[src/rtl/led_seq_pkg.sv]
// Shared types and constants for the LED sequencer.
//   state_e : sequencer FSM states (IDLE/LOAD/RUN)
//   mode_e  : pattern modes (CHASE/BOUNCE/FILL/BLINK)
//   PAT_*   : idle and per-mode initial patterns
package led_seq_pkg;

  localparam int unsigned LED_W  = 8;
  localparam int unsigned MODE_W = 2;

  typedef enum logic [1:0] {
    ST_IDLE = 2'd0,
    ST_LOAD = 2'd1,
    ST_RUN  = 2'd2
  } state_e;

  typedef enum logic [MODE_W-1:0] {
    MODE_CHASE  = 2'd0,
    MODE_BOUNCE = 2'd1,
    MODE_FILL   = 2'd2,
    MODE_BLINK  = 2'd3
  } mode_e;

  localparam logic [LED_W-1:0] PAT_IDLE        = 8'h00;
  localparam logic [LED_W-1:0] PAT_INIT_CHASE  = 8'h01;
  localparam logic [LED_W-1:0] PAT_INIT_BOUNCE = 8'h01;
  localparam logic [LED_W-1:0] PAT_INIT_FILL   = 8'h00;
  localparam logic [LED_W-1:0] PAT_INIT_BLINK  = 8'h00;

  // Pattern loaded when a mode is (re)entered.
  function automatic logic [LED_W-1:0] init_pattern(input mode_e m);
    logic [LED_W-1:0] p;
    p = PAT_IDLE;
    case (m)
      MODE_CHASE:  p = PAT_INIT_CHASE;
      MODE_BOUNCE: p = PAT_INIT_BOUNCE;
      MODE_FILL:   p = PAT_INIT_FILL;
      MODE_BLINK:  p = PAT_INIT_BLINK;
      default:     p = PAT_IDLE;
    endcase
    return p;
  endfunction

endpackage

[src/rtl/led_seq_if.sv]
// Button/pause inputs and LED/mode/step outputs of the LED sequencer.
//   Tact1    : push button, active-low, asynchronous
//   PAUSE    : freeze pattern stepping
//   MODE     : current pattern mode
//   STEP     : one-cycle pulse per pattern advance
//   USER_LED : LED drive
interface led_seq_if;
  import led_seq_pkg::*;

  logic              Tact1;
  logic              PAUSE;
  logic [MODE_W-1:0] MODE;
  logic              STEP;
  logic [LED_W-1:0]  USER_LED;

  modport master (output Tact1, output PAUSE,
                  input  MODE, input STEP, input USER_LED);
  modport slave  (input  Tact1, input PAUSE,
                  output MODE, output STEP, output USER_LED);
endinterface

[src/rtl/led_seq_debounce.sv]
// Button front end: 2-flop synchronizer, optional debounce filter, press pulse.
// Build option: LED_SEQ_DEBOUNCE_EN enables the debounce filter; without it a
// press is the falling edge of the synchronizer output and W_DB is unused.
//   clk_i    : clock
//   rst_i    : synchronous active-high reset
//   tact_n_i : raw active-low button
//   press_o  : one-cycle pulse on a (debounced) 1->0 transition
module led_seq_debounce #(
  parameter int unsigned W_DB = 18
) (
  input  logic clk_i,
  input  logic rst_i,
  input  logic tact_n_i,
  output logic press_o
);

  logic [1:0] sync_q;
  logic       press_q;

  // Synchronizer, idles high (button released).
  always_ff @(posedge clk_i) begin
    if (rst_i) sync_q <= 2'b11;
    else       sync_q <= {sync_q[0], tact_n_i};
  end

`ifdef LED_SEQ_DEBOUNCE_EN
  logic            db_level_q, db_level_d;
  logic [W_DB-1:0] db_cnt_q,   db_cnt_d;

  // Level follows the synchronized input only after 2^W_DB differing cycles.
  always_comb begin
    db_level_d = db_level_q;
    db_cnt_d   = '0;
    if (sync_q[1] != db_level_q) begin
      if (db_cnt_q == '1) db_level_d = sync_q[1];
      else                db_cnt_d   = db_cnt_q + W_DB'(1);
    end
  end

  always_ff @(posedge clk_i) begin
    if (rst_i) begin
      db_level_q <= 1'b1;
      db_cnt_q   <= '0;
      press_q    <= 1'b0;
    end else begin
      db_level_q <= db_level_d;
      db_cnt_q   <= db_cnt_d;
      press_q    <= db_level_q & ~db_level_d;
    end
  end
`else
  // Pulse on the cycle the synchronizer output falls.
  always_ff @(posedge clk_i) begin
    if (rst_i) press_q <= 1'b0;
    else       press_q <= sync_q[1] & ~sync_q[0];
  end
`endif

  assign press_o = press_q;

endmodule

[src/rtl/led_seq_ctrl.sv]
// LED pattern sequencer: button cycles through four patterns, prescaler steps them.
// Build option: LED_SEQ_DEBOUNCE_EN enables button debouncing.
//   CLK_24MHz : sole clock
//   RST       : synchronous active-high reset
//   bus       : Tact1/PAUSE in, MODE/STEP/USER_LED out (led_seq_if.slave)
module led_seq_ctrl
  import led_seq_pkg::*;
#(
  parameter int unsigned W_CNT  = 23,
  parameter int unsigned W_DB   = 18,
  parameter logic        LED_ON = 1'b0
) (
  input  logic     CLK_24MHz,
  input  logic     RST,
  led_seq_if.slave bus
);

  state_e           state_q;
  mode_e            mode_q;
  logic             step_q;
  logic [LED_W-1:0] pat_q, pat_adv_d;
  logic             dir_up_q, dir_adv_d;
  logic [W_CNT-1:0] presc_q;
  logic             press;

  led_seq_debounce #(.W_DB(W_DB)) u_debounce (
    .clk_i    (CLK_24MHz),
    .rst_i    (RST),
    .tact_n_i (bus.Tact1),
    .press_o  (press)
  );

  // Next pattern/direction for one advance in the current mode.
  always_comb begin
    pat_adv_d = pat_q;
    dir_adv_d = dir_up_q;
    case (mode_q)
      MODE_CHASE:  pat_adv_d = {pat_q[LED_W-2:0], pat_q[LED_W-1]};
      MODE_BOUNCE: begin
        if (dir_up_q) begin
          if (pat_q[LED_W-1]) begin
            dir_adv_d = 1'b0;
            pat_adv_d = pat_q >> 1;
          end else begin
            pat_adv_d = pat_q << 1;
          end
        end else begin
          if (pat_q[0]) begin
            dir_adv_d = 1'b1;
            pat_adv_d = pat_q << 1;
          end else begin
            pat_adv_d = pat_q >> 1;
          end
        end
      end
      MODE_FILL:   pat_adv_d = {pat_q[LED_W-2:0], ~pat_q[LED_W-1]};
      MODE_BLINK:  pat_adv_d = ~pat_q;
      default:     pat_adv_d = pat_q;
    endcase
  end

  // Sequencer FSM with prescaler; a press always wins over a coincident tick.
  always_ff @(posedge CLK_24MHz) begin
    if (RST) begin
      state_q  <= ST_IDLE;
      mode_q   <= MODE_CHASE;
      step_q   <= 1'b0;
      pat_q    <= PAT_IDLE;
      dir_up_q <= 1'b1;
      presc_q  <= '1;
    end else begin
      step_q <= 1'b0;
      case (state_q)
        ST_IDLE: begin
          pat_q   <= PAT_IDLE;
          presc_q <= '1;
          state_q <= ST_LOAD;
        end
        ST_LOAD: begin
          pat_q    <= init_pattern(mode_q);
          dir_up_q <= 1'b1;
          presc_q  <= '1;
          state_q  <= ST_RUN;
        end
        ST_RUN: begin
          if (press) begin
            mode_q  <= mode_e'(mode_q + MODE_W'(1));
            presc_q <= '1;
            state_q <= ST_LOAD;
          end else if (bus.PAUSE) begin
            presc_q <= '1;
          end else if (presc_q == '0) begin
            presc_q  <= '1;
            step_q   <= 1'b1;
            pat_q    <= pat_adv_d;
            dir_up_q <= dir_adv_d;
          end else begin
            presc_q <= presc_q - W_CNT'(1);
          end
        end
        default: state_q <= ST_IDLE;
      endcase
    end
  end

  assign bus.MODE     = mode_q;
  assign bus.STEP     = step_q;
  // LED_ON=0: lit bits drive low, so the pattern is inverted.
  assign bus.USER_LED = pat_q ^ {LED_W{~LED_ON}};

endmodule

[src/flat_wrapper.sv]
// flat-port wrapper written by rule: the top's interface ports become plain ports
module led_seq_ctrl_flat import led_seq_pkg::*;
#(
  parameter int unsigned W_CNT  = 23,
  parameter int unsigned W_DB   = 18,
  parameter logic        LED_ON = 1'b0
)
  (CLK_24MHz, RST, bus_Tact1, bus_PAUSE, bus_MODE, bus_STEP, bus_USER_LED);
  led_seq_if bus_i ();
  input  logic CLK_24MHz;
  input  logic RST;
  input wire logic [$bits(bus_i.Tact1)-1:0] bus_Tact1;
  input wire logic [$bits(bus_i.PAUSE)-1:0] bus_PAUSE;
  output wire logic [$bits(bus_i.MODE)-1:0] bus_MODE;
  output wire logic [$bits(bus_i.STEP)-1:0] bus_STEP;
  output wire logic [$bits(bus_i.USER_LED)-1:0] bus_USER_LED;
  assign bus_i.Tact1 = bus_Tact1;
  assign bus_i.PAUSE = bus_PAUSE;
  assign bus_MODE = bus_i.MODE;
  assign bus_STEP = bus_i.STEP;
  assign bus_USER_LED = bus_i.USER_LED;
  led_seq_ctrl #(.W_CNT(W_CNT), .W_DB(W_DB), .LED_ON(LED_ON)) u_core (.CLK_24MHz(CLK_24MHz), .RST(RST), .bus(bus_i));
endmodule
[config.mk]
export PLATFORM = sky130hd
export DESIGN_NAME = led_seq_ctrl_flat
export DESIGN_NICKNAME = d
export VERILOG_FILES = /design/src/rtl/led_seq_pkg.sv /design/src/rtl/led_seq_if.sv /design/src/rtl/led_seq_debounce.sv /design/src/rtl/led_seq_ctrl.sv /design/src/flat_wrapper.sv
export SDC_FILE = /design/constraint.sdc
export NUM_CORES = 1
export LEC_CHECK = 0
export CAP_MARGIN = 10
export CORE_MARGIN = 3
export CORE_UTILIZATION = 59
export CTS_CLUSTER_SIZE = 12
export DETAILED_ROUTE_END_ITERATION = 12
export PLACE_DENSITY = 0.78
export SETUP_SLACK_MARGIN = 0.05
export SLEW_MARGIN = 20
export SYNTH_ARGS = -nofsm -noshare
export SYNTH_HDL_FRONTEND = slang
export SYNTH_HIERARCHICAL = 1
export SYNTH_SLANG_ARGS = --single-unit
[constraint.sdc]
create_clock -name CLK_24MHz -period 2.6 [get_ports CLK_24MHz]
set_input_delay 0.78 -clock CLK_24MHz [delete_from_list [all_inputs] [get_ports CLK_24MHz]]
set_output_delay 0.78 -clock CLK_24MHz [all_outputs]
set_load 0.1 [all_outputs]
==> results.py <==
metrics = {
    "clock_network": {
        "clk_latency_ns": 0.29,
        "post_cts_buffers": 0,
        "clk_pin_slew_worst_paths_ns": 0.07,
        "hold_buffers": 0,
        "cts_inserted_buffers": 5,
        "post_cts_resized": 0,
        "clock_tree.htree_level_count": 2,
        "cts_num_sinks": 40,
        "max-clock-path-buffers": 2,
        "cell_chosen_for_the_clock_root": "clkbuf_8",
        "tritoncts": "yes",
    },
    "placed_design": {
        "number_of_buffer_cells_added_on_primary_ports": 14,
        "detailedPlacementHpwl_um": 3670,
        "place_congestion": 0.867,
    },
    "timing": {
        "clock.fmax_mhz": 473,
        "drv_slew": 0,
        "tns_ns": 0,
        "timing.final.crit_period_ns": 2.11,
        "max_slew.worst_pin.slew_ns": 0.521,
        "post-route-period-util_pct": 81.3,
        "timing.final.hold_violations": 0,
        "finClkSkew_ns": 0.00515,
        "rsz0062_at_grt": "false",
        "relative_slew_slack_pct": 65.0,
        "final-setup-viol-count": 0,
    },
    "yosys": {
        "synth_nets": 285,
        "dominantRegCellSynth": "dfxtp_1",
        "synth_enable_flop_cells": 0,
        "postSynth.asyncResetShare_pct": 0,
        "syn_area_um2": 2280,
        "yosysUniqueCellTypes": 59,
        "syn_area_per_cell_um2": 8.44,
        "synth_seq_area_share_pct": 35.1,
        "synthCells": 270,
        "synth-seq-cells": 40,
        "synth.yosys.warnings": 6,
    },
    "power": {
        "leakagePower_nw": 0.954,
        "worst_vdd_drop_uv": 447,
        "power_density_nw_per_um2": 520,
        "fin_total_pwr_mw": 1.33,
    },
    "cells_and_area": {
        "final_cell_mix": "dfxtp_1 (40), nor2_1 (27), buf_4 (20), nand2_1 (20), inv_1 (17)",
        "proportion_of_layout_cells_with_a_drive_suffix_above_1_pct": 11.8,
        "multiInputGateArea_um2": 1350,
        "number_of_antenna_cells_inserted": 0,
        "sequential_cell_area_um2": 801,
        "design.final.nets": 304,
        "finish.utilization_pct": 72.5,
        "final_common_cell": "dfxtp_1",
        "fillerInstances": 284,
        "area_growth_syn_to_layout_pct": 11.9,
    },
    "routing": {
        "avgRoutedWirePerCell_um": 15.2,
        "route.detailed.drc": 0,
        "drt-initial-drc-count": 221,
        "routed_wirelength_um": 5110,
        "routed_via_density": 6.10,
        "number_of_iterations_in_the_first_detailed_routing_pass": 4,
        "dr_total_vias": 2043,
        "ant_nets": 0,
    },
    "setup_path": {
        "crit_path_cell_trace": "clkdlybuf4s50_1 -> nor4_1 -> nand4b_1 -> a2bb2oi_2 -> a221oi_1 -> a211oi_1",
        "worst-endpoint-arrival_ns": 2.27,
        "cp_max_fo": 10,
        "timing.critical_path.slowest_cell_delay_ns": 0.45,
        "endpoint_kind": "register",
        "critPathLaunchType": "primary input",
        "crit_path_top_delay_cell": "clkdlybuf4s50_1",
        "criticalPathCategory": "primary input to register",
        "required_ns": 2.76,
    },
    "run_status": {
        "status": "completed",
    },
    "global_routing": {
        "grt_antenna_before_repair": 0,
        "grt_pass1_vias": 1866,
        "grtUsageTotal_pct": 24.7,
        "grt.overflow.total": 0,
        "grt_first_pass_wirelength_um": 8740,
        "grt_max_degree": 29,
    },
    "flow_run": {
        "max_cap_viol_count": 0,
    },
    "floorplanning": {
        "fp-row-count": 21,
        "coreArea_um2": 3520,
        "num_io_pins": 15,
        "floorplan.die_area_um2": 4650,
        "die_x_um": 68.2,
        "chipHeight_um": 68.2,
        "initial_standard_cell_utilization_of_the_core_pct": 64.7,
    },
    "worst_hold_path": {
        "hold_removal_path_class": "register to register",
    },
}
## final cells by class
cell class | instances | share of cell area [%]
well taps | 46 | 2.26
flip-flops and latches | 40 | 31.4
repair buffers | 23 | 7.06
inverters | 18 | 2.65
multi-input cells | 201 | 52.9
clock buffers | 7 | 3.78
## path summary, 6_finish.rpt
path                                from                         to  slack (ns)  depth (start not counted)
max                            bus_PAUSE            u_core/pat_q[4]        0.49                          6
min          u_core/u_debounce/sync_q[0]  u_core/u_debounce/press_o        0.42                          1
min reg2reg  u_core/u_debounce/sync_q[0]  u_core/u_debounce/press_o        0.42                          1
max reg2reg            u_core/state_q[0]            u_core/pat_q[4]        0.57                          6
## layer usage
layer / share of wire (%) / up-vias / wire (µm) / GRT usage [%]
met1: 49 / 954 / 2510 / 36.4
met5: 0 / - / 0 / 0
li1: - / 1025 / - / -
met4: 0.94 / 0 / 48 / 7.94
met3: 5.9 / 5 / 303 / 4.11
met2: 44 / 59 / 2240 / 36.5
## worst max-delay path, delay by kind of cell
| kind | cells | cell delay [ns] |
|---|---|---|
| AO/OA/AOI/OAI | 3 | 0.60 |
| buffers and inverters | 1 | 0.45 |
| AND/OR/NAND/NOR | 2 | 0.44 |
## synth_stat cells, drive strengths merged (2+ instances only)
cell type   n  share of area (%)
dfxtp      40                 35
nor2       27                4.4
nand2      20                3.3
inv        17                2.8
a21oi      16                3.7
o21ai      13                2.9
ha         11                6.0
nor3        9                2.0
nor4        9                3.4
and3        7                1.9
xor2        7                2.7
clkbuf      6               0.99
nand4       6                1.9
buf         5                1.8
nand2b      5                1.4
nand3       5                1.1
a21o        4                1.3
a221oi      4                1.5
nor3b       4                1.3
xnor2       4                1.5
a211oi      3               0.99
a22o        3                1.2
a32oi       3                1.2
and4        3                1.2
o31ai       3               0.99
or2         3               0.82
a22oi       2               0.66
a2bb2oi     2                1.0
and2        2               0.55
nand4b      2               0.77
nor2b       2               0.55
nor4b       2                1.4
o2111ai     2               0.77
o22ai       2               0.55
or4         2               0.66
## per-stage QoR
| stage | instances | hold WS, ns | setup WS [ns] | instance area (µm²) |
|---|---|---|---|---|
| floorplan | 270 | 0.387 | 0.156 | 2280 |
| global placement | 328 | 0.410 | 0.259 | 2450 |
| detailed placement | 328 | 0.412 | 0.219 | 2450 |
| CTS | 335 | 0.422 | 0.522 | 2550 |
| global route | 335 | 0.439 | 0.392 | 2550 |
| finish | 335 | 0.417 | 0.486 | 2550 |
## cell families (layout without fill, tap and decap cells)
| group | after synthesis | count (layout) | synth area share (%) |
|---|---|---|---|
| flops | 40 | 40 | 35.1 |
| fa+ha+maj | 11 | 11 | 6.04 |
| mux | 1 | 1 | 0.439 |
| compound gates | 66 | 66 | 20.4 |
| simple gates | 112 | 112 | 28.1 |
| buf+inv | 29 | 48 | 5.71 |
| xor+xnor | 11 | 11 | 4.23 |
## sequential cells by signal (all words and copies together), names as in the netlist
register and count:
u_core/presc_q 23, u_core/pat_q 8, u_core/bus.MODE 2, u_core/state_q 2, u_core/u_debounce/sync_q 2, u_core/bus.STEP 1, u_core/dir_up_q 1, u_core/u_debounce/press_o 1
## report_power, final
part           switching, mW  leakage, nW  internal, mW
combinational          0.166        0.579        0.0753
clock                  0.203       0.0503         0.236
sequential            0.0180        0.325         0.629
Note: power is estimated with default switching activity, not from simulation.
